File: config.mk
export PLATFORM = sky130hd
export DESIGN_NAME = baud_tick_gen_mc_flat
export DESIGN_NICKNAME = d
export VERILOG_FILES = /design/src/rtl/baud_tick_gen_mc_if.sv /design/src/rtl/baud_tick_gen_mc.sv /design/src/flat_wrapper.sv
export SDC_FILE = /design/constraint.sdc
export NUM_CORES = 1
export LEC_CHECK = 0
export ABC_AREA = 0
export BUFFER_PORTS_ARGS = -buffer_cell sky130_fd_sc_hd__clkbuf_2
export CAP_MARGIN = 20
export CORE_MARGIN = 8
export CORE_UTILIZATION = 40
export CTS_CLUSTER_DIAMETER = 60
export DETAILED_ROUTE_END_ITERATION = 6
export PLACE_DENSITY = 0.57
export SETUP_SLACK_MARGIN = 0.3
export SYNTH_ARGS = -nofsm -noshare
export SYNTH_HDL_FRONTEND = slang
export SYNTH_SLANG_ARGS = --single-unit
File: constraint.sdc
create_clock -name clk -period 2.6 [get_ports clk]
set_input_delay 0.52 -clock clk [delete_from_list [all_inputs] [get_ports clk]]
set_output_delay 0.52 -clock clk [all_outputs]
set_load 0.005 [all_outputs]
File: src/rtl/baud_tick_gen_mc_if.sv
// Divisor configuration channel for baud_tick_gen_mc: write request, channel select,
// divisor value, plus the ready/error responses from the generator.
interface baud_tick_gen_mc_if #(
    parameter int NUM_CH = 2,
    parameter int INT_W  = 16,
    parameter int FRAC_W = 4
);
    localparam int CH_W = (NUM_CH > 1) ? $clog2(NUM_CH) : 1;

    logic                    cfg_valid;
    logic                    cfg_ready;
    logic [CH_W-1:0]         cfg_ch;
    logic [INT_W+FRAC_W-1:0] cfg_div;
    logic                    cfg_err;

    modport master (
        output cfg_valid, cfg_ch, cfg_div,
        input  cfg_ready, cfg_err
    );

    modport slave (
        input  cfg_valid, cfg_ch, cfg_div,
        output cfg_ready, cfg_err
    );
endinterface

File: src/rtl/baud_tick_gen_mc.sv
// Multi-channel fractional baud tick generator: per-channel down-counter with a
// fractional carry accumulator, oversample counter, and shadowed divisor updates.
module baud_tick_gen_mc #(
    parameter int NUM_CH = 2,
    parameter int INT_W  = 16,
    parameter int FRAC_W = 4,
    parameter int OS     = 16,
    parameter logic [INT_W+FRAC_W-1:0] DEFAULT_DIV = {16'd325, 4'd8}
) (
    input  logic                             clk,
    input  logic                             rst,
    baud_tick_gen_mc_if.slave                cfg,
    input  logic [NUM_CH-1:0]                ch_en,
    input  logic [NUM_CH-1:0]                ch_idle,
    output logic [NUM_CH-1:0]                os_tick,
    output logic [NUM_CH-1:0]                baud_tick,
    output logic [NUM_CH-1:0]                pending,
    output logic [NUM_CH*(INT_W+FRAC_W)-1:0] active_div
);
    localparam int DIV_W = INT_W + FRAC_W;
    localparam int CH_W  = (NUM_CH > 1) ? $clog2(NUM_CH) : 1;
    localparam int OS_W  = $clog2(OS);
    localparam logic [INT_W-1:0] DEF_INT  = DEFAULT_DIV[DIV_W-1:FRAC_W];
    localparam logic [CH_W:0]    NUM_CH_L = (CH_W+1)'(NUM_CH);

    logic [DIV_W-1:0]  act_q    [NUM_CH];
    logic [DIV_W-1:0]  act_d    [NUM_CH];
    logic [DIV_W-1:0]  shadow_q [NUM_CH];
    logic [DIV_W-1:0]  shadow_d [NUM_CH];
    logic [INT_W-1:0]  cnt_q    [NUM_CH];
    logic [INT_W-1:0]  cnt_d    [NUM_CH];
    logic [FRAC_W-1:0] acc_q    [NUM_CH];
    logic [FRAC_W-1:0] acc_d    [NUM_CH];
    logic [OS_W-1:0]   osc_q    [NUM_CH];
    logic [OS_W-1:0]   osc_d    [NUM_CH];
    logic [NUM_CH-1:0] pend_q, pend_d;
    logic              err_q, err_d;

    logic pend_sel, cfg_rdy, wr_ok, wr_bad;

    always_comb begin
        logic [FRAC_W:0]  sum;
        logic [INT_W-1:0] cur_int;
        logic [INT_W-1:0] new_int;
        logic             apply;
        sum      = '0;
        cur_int  = '0;
        new_int  = '0;
        apply    = 1'b0;
        pend_sel = 1'b0;
        pend_d   = pend_q;
        os_tick  = '0;
        baud_tick = '0;
        active_div = '0;

        for (int c = 0; c < NUM_CH; c++) begin
            if (cfg.cfg_ch == CH_W'(c)) pend_sel = pend_q[c];
        end
        cfg_rdy = ~rst & ~pend_sel;
        wr_ok   = cfg.cfg_valid & cfg_rdy;
        wr_bad  = (cfg.cfg_div[DIV_W-1:FRAC_W] < INT_W'(2)) | ({1'b0, cfg.cfg_ch} >= NUM_CH_L);
        err_d   = wr_ok & wr_bad;

        for (int c = 0; c < NUM_CH; c++) begin
            act_d[c]    = act_q[c];
            shadow_d[c] = shadow_q[c];
            cnt_d[c]    = cnt_q[c];
            acc_d[c]    = acc_q[c];
            osc_d[c]    = osc_q[c];
            active_div[c*DIV_W +: DIV_W] = act_q[c];

            os_tick[c]   = ~rst & ch_en[c] & (cnt_q[c] == '0);
            baud_tick[c] = os_tick[c] & (osc_q[c] == OS_W'(OS-1));

            cur_int = act_q[c][DIV_W-1:FRAC_W];
            apply   = pend_q[c] & (ch_idle[c] | ~ch_en[c]);

            // A tick coincident with an apply still fires; the restart follows it.
            if (apply) begin
                act_d[c]  = shadow_q[c];
                pend_d[c] = 1'b0;
                new_int   = shadow_q[c][DIV_W-1:FRAC_W];
                cnt_d[c]  = new_int - INT_W'(1);
                acc_d[c]  = '0;
                osc_d[c]  = '0;
            end else if (!ch_en[c]) begin
                cnt_d[c] = cur_int - INT_W'(1);
                acc_d[c] = '0;
                osc_d[c] = '0;
            end else if (os_tick[c]) begin
                sum      = {1'b0, acc_q[c]} + {1'b0, act_q[c][FRAC_W-1:0]};
                acc_d[c] = sum[FRAC_W-1:0];
                cnt_d[c] = sum[FRAC_W] ? cur_int : (cur_int - INT_W'(1));
                osc_d[c] = osc_q[c] + OS_W'(1);
            end else begin
                cnt_d[c] = cnt_q[c] - INT_W'(1);
            end

            // Ready implies this channel had nothing pending, so no clash with apply.
            if (wr_ok && !wr_bad && (cfg.cfg_ch == CH_W'(c))) begin
                shadow_d[c] = cfg.cfg_div;
                pend_d[c]   = 1'b1;
            end
        end
    end

    always_ff @(posedge clk) begin
        if (rst) begin
            for (int c = 0; c < NUM_CH; c++) begin
                act_q[c]    <= DEFAULT_DIV;
                shadow_q[c] <= DEFAULT_DIV;
                cnt_q[c]    <= DEF_INT - INT_W'(1);
                acc_q[c]    <= '0;
                osc_q[c]    <= '0;
            end
            pend_q <= '0;
            err_q  <= 1'b0;
        end else begin
            for (int c = 0; c < NUM_CH; c++) begin
                act_q[c]    <= act_d[c];
                shadow_q[c] <= shadow_d[c];
                cnt_q[c]    <= cnt_d[c];
                acc_q[c]    <= acc_d[c];
                osc_q[c]    <= osc_d[c];
            end
            pend_q <= pend_d;
            err_q  <= err_d;
        end
    end

    assign pending       = pend_q;
    assign cfg.cfg_ready = cfg_rdy;
    assign cfg.cfg_err   = err_q;
endmodule

File: src/flat_wrapper.sv
// flat-port wrapper written by rule: the top's interface ports become plain ports
module baud_tick_gen_mc_flat 
#(
    parameter int NUM_CH = 2,
    parameter int INT_W  = 16,
    parameter int FRAC_W = 4,
    parameter int OS     = 16,
    parameter logic [INT_W+FRAC_W-1:0] DEFAULT_DIV = {16'd325, 4'd8}
)
  (clk, rst, ch_en, ch_idle, os_tick, baud_tick, pending, active_div, cfg_cfg_valid, cfg_cfg_ch, cfg_cfg_div, cfg_cfg_ready, cfg_cfg_err);
  baud_tick_gen_mc_if #(.NUM_CH(NUM_CH), .INT_W(INT_W), .FRAC_W(FRAC_W)) cfg_i ();
  input  logic clk;
  input  logic rst;
  input  logic [NUM_CH-1:0] ch_en;
  input  logic [NUM_CH-1:0] ch_idle;
  output logic [NUM_CH-1:0] os_tick;
  output logic [NUM_CH-1:0] baud_tick;
  output logic [NUM_CH-1:0] pending;
  output logic [NUM_CH*(INT_W+FRAC_W)-1:0] active_div;
  input wire logic [$bits(cfg_i.cfg_valid)-1:0] cfg_cfg_valid;
  input wire logic [$bits(cfg_i.cfg_ch)-1:0] cfg_cfg_ch;
  input wire logic [$bits(cfg_i.cfg_div)-1:0] cfg_cfg_div;
  output wire logic [$bits(cfg_i.cfg_ready)-1:0] cfg_cfg_ready;
  output wire logic [$bits(cfg_i.cfg_err)-1:0] cfg_cfg_err;
  assign cfg_i.cfg_valid = cfg_cfg_valid;
  assign cfg_i.cfg_ch = cfg_cfg_ch;
  assign cfg_i.cfg_div = cfg_cfg_div;
  assign cfg_cfg_ready = cfg_i.cfg_ready;
  assign cfg_cfg_err = cfg_i.cfg_err;
  baud_tick_gen_mc #(.NUM_CH(NUM_CH), .INT_W(INT_W), .FRAC_W(FRAC_W), .OS(OS), .DEFAULT_DIV(DEFAULT_DIV)) u_core (.clk(clk), .rst(rst), .cfg(cfg_i), .ch_en(ch_en), .ch_idle(ch_idle), .os_tick(os_tick), .baud_tick(baud_tick), .pending(pending), .active_div(active_div));
endmodule
==> results.sh <==
export IMPL_insertion_delay_ps=420
export IMPL_required_ps=2080
export IMPL_synthArstFlopShare_pct=0
export IMPL_cts_htree_levels=4
export IMPL_worstPathArrival_ps=1890
export IMPL_avgViaCountPerCell=5.65
export IMPL_die_h_um=152
export IMPL_final_common_cell="nand2_1"
export IMPL_ys_flop_type="dfxtp_1"
export IMPL_wl_per_cell_um=18.2
export IMPL_synth_area_top_cells="dfxtp_1, nand2_1, nor2_1"
export IMPL_start_kind="flip-flop"
export IMPL_critPathMaxFanout=3
export IMPL_worst_pin_slew_ps=706
export IMPL_rsz0062_at_grt="yes"
export IMPL_fill_cells=1728
export IMPL_syn_nets=978
export IMPL_setup_violations=0
export IMPL_max_freq_ghz=0.415
export IMPL_drive_above_1_share_pct=27.1
export IMPL_period_share_pct=92.7
export IMPL_die_area_um2=23200
export IMPL_ios=76
export IMPL_period_minus_slack_ps=2410
export IMPL_grt_remaining_overflow=0
export IMPL_io_buffer_count=75
export IMPL_hold_viol=0
export IMPL_grt_pass1_wl_mm=37.3
export IMPL_synth_seq_cells=131
export IMPL_cts_sinks=131
export IMPL_rows=50
export IMPL_grt_use_total_pct=19.7
export IMPL_cts_tree="built"
export IMPL_cts_buffers=17
export IMPL_skew_ps=9.97
export IMPL_first_iter_violations=582
export IMPL_p_leak_nw=3.89
export IMPL_firstDrtPassIters=7
export IMPL_yosys_area_top_type_share_pct=35.3
export IMPL_final_nets=1111
export IMPL_fin_util_pct=52.6
export IMPL_crit_start="u_core.cnt_q[0][0]$_SDFF_PP0_"
export IMPL_min_path_type="input port to flip-flop"
export IMPL_hold_start="cfg_cfg_div[4]"
export IMPL_slowest_delay_ps=330
export IMPL_synth_edf_count=0
export IMPL_core_area_um2=18500
export IMPL_place_inst=1240
export IMPL_clk_pin_slew_ps=60
export IMPL_cap_violations=0
export IMPL_layout_setup_ws_ps=189
export IMPL_cpLargestDelayFamily="simple AND/OR/NAND/NOR gates"
export IMPL_die_width_um=152
export IMPL_synth_avg_cell_area_um2=7.99
export IMPL_synth_area_leader_cell="dfxtp_1"
export IMPL_place_hpwl_mm=16.7
export IMPL_worst_path_buf_inv=3
export IMPL_synth_warnings=0
export IMPL_cts_root_buf="clkbuf_16"
export IMPL_netlist_instances=930
export IMPL_slew_viol_final=0
export IMPL_syn_area_um2=7430
export IMPL_status="completed"
export IMPL_slew_headroom_pct=52.9
export IMPL_r2r_start="u_core.cnt_q[0][0]$_SDFF_PP0_"
export IMPL_ant_nets=0
export IMPL_crit_slowest_cell="dfxtp_2"
export IMPL_worstSetupEndpointType="output port"
export IMPL_num_antenna_cells=0
export IMPL_syn2layout_area_growth_pct=30.7
export IMPL_ir_drop_mv=0.470
export IMPL_gp_routability_congestion=0.877
export IMPL_pre_cts_slack_ps=78.1
export IMPL_start_util_pct=40.3
export IMPL_clk_path_buf_depth=2
export IMPL_power_density_nw_per_um2=517
export IMPL_post_route_drc_count=0
export IMPL_instances_no_fill=1306
export IMPL_route_vias_total=7374
export IMPL_crit_chain="inv_2 > ha_4 > nor4bb_4 > nand2_1 > or2_4 > inv_4 > nand2_2 > nor2_2 > buf_2"
export IMPL_layout_common_cells="nand2_1, dfxtp_1, nor2_1"
export IMPL_synth_cell_types=70
export IMPL_grt_max_degree=64
export IMPL_antenna_found_initial=0
export IMPL_setup_worst_path_class="flip-flop to output port"
export IMPL_timing_setup_tns_ps=0
export IMPL_first_global_vias=6862
export IMPL_ys_seq_area_share_pct=35.3
export IMPL_wirelength_mm=23.8
-- registers in the layout, indices dropped and copies added, names as in the netlist --
| name | cells |
|---|---|
| u_core.cfg.cfg_err | 1 |
| u_core.cnt_q | 32 |
| u_core.osc_q | 8 |
| u_core.pending | 2 |
| u_core.shadow_q | 40 |
| u_core.acc_q | 8 |
| u_core.act_q | 40 |
-- cells in the mapped netlist, types with 7 or more instances --
master      n
a211oi_1   10
or3_1      10
nand2b_1   10
nand3b_1   12
a21o_1      7
xor2_1     42
nor2_1    104
dfxtp_1   131
buf_2       9
mux2i_1    33
nand4_1    12
nand3_1    17
xnor2_1    39
o21ai_0    18
clkbuf_1   42
inv_1      31
nor4_1     23
o22ai_1     7
a31oi_1    10
a211o_1    13
ha_1       18
nor2b_1     7
nand2_1   125
a21oi_1    62
nor3_1     36
-- metal layers --
layer | GRT usage (%) | vias up | wire, µm
li1 | - | 3568 | -
met1 | 27.0 | 3543 | 11300
met2 | 30.1 | 217 | 10700
met3 | 3.94 | 46 | 1170
met4 | 6.81 | 0 | 594
met5 | 0 | - | 0
-- path summary, 6_finish.rpt --
path	to	slack, ps	cells past startpoint
worst min-delay path	u_core.shadow_q[0][4]$_SDFFE_PP1P_	330	2
worst max-delay path	baud_tick[0]	190	9
worst min register to register	u_core.acc_q[0][4]$_SDFFE_PP0N_	450	2
worst max register to register	u_core.cnt_q[0][8]$_SDFF_PP1_	220	13
-- worst reg2reg max path, stage by stage (launching register included) --
cell       delay (ps)
dfxtp_2           330
inv_2              80
ha_4              140
nor4bb_4          230
nand2_1           120
buf_4             150
buf_6             100
buf_6             100
buf_6             120
o31a_1            360
buf_4             170
nor3_2            190
a311oi_2           80
a2bb2oi_2         160
-- what timing repair did --
item | in CTS | in global routing
pin swaps | 16 | 40
setup buffers | 23 | 14
hold buffers | 0 | 0
endpoints found under the setup margin | 32 | 34
resized for setup | 46 | 74
gates cloned | 0 | 1
-- stage by stage --
stage	power [mW]	hold slack [ps]	area, µm²
after floorplan	2.47	431	7500
after global placement	2.66	444	8380
after detailed placement	2.66	453	8380
after CTS	4.99	325	9270
after global routing	5.21	326	9710
final	5.02	327	9710
-- cells by family after synthesis --
kind of cell,count (synthesis),share of synthesized area [%]
adders and majority gates,20,3.57
xor gates and xnor gates,81,9.55
and+or+nand+nor,393,25.8
buffers and inverters,86,4.55
muxes,34,4.60
AOI/OAI and AO/OA,185,16.6
DFF,131,35.3
-- power by group --
| part | switching, mW | internal (mW) |
|---|---|---|
| sequential | 0.0814 | 2.07 |
| combinational | 0.310 | 0.254 |
| clock | 0.876 | 1.43 |
-- final cells by class --
cell class	count	area, µm²	area share, %
repair buffers	169	1160	11.9
clock buffers	21	460	4.74
well taps	234	293	3.02
flip-flops and latches	131	2650	27.3
clock inverters	7	85.1	0.877
inverters	31	124	1.28
multi-input cells	713	4940	50.9
Note: power is estimated with default switching activity, not from simulation.
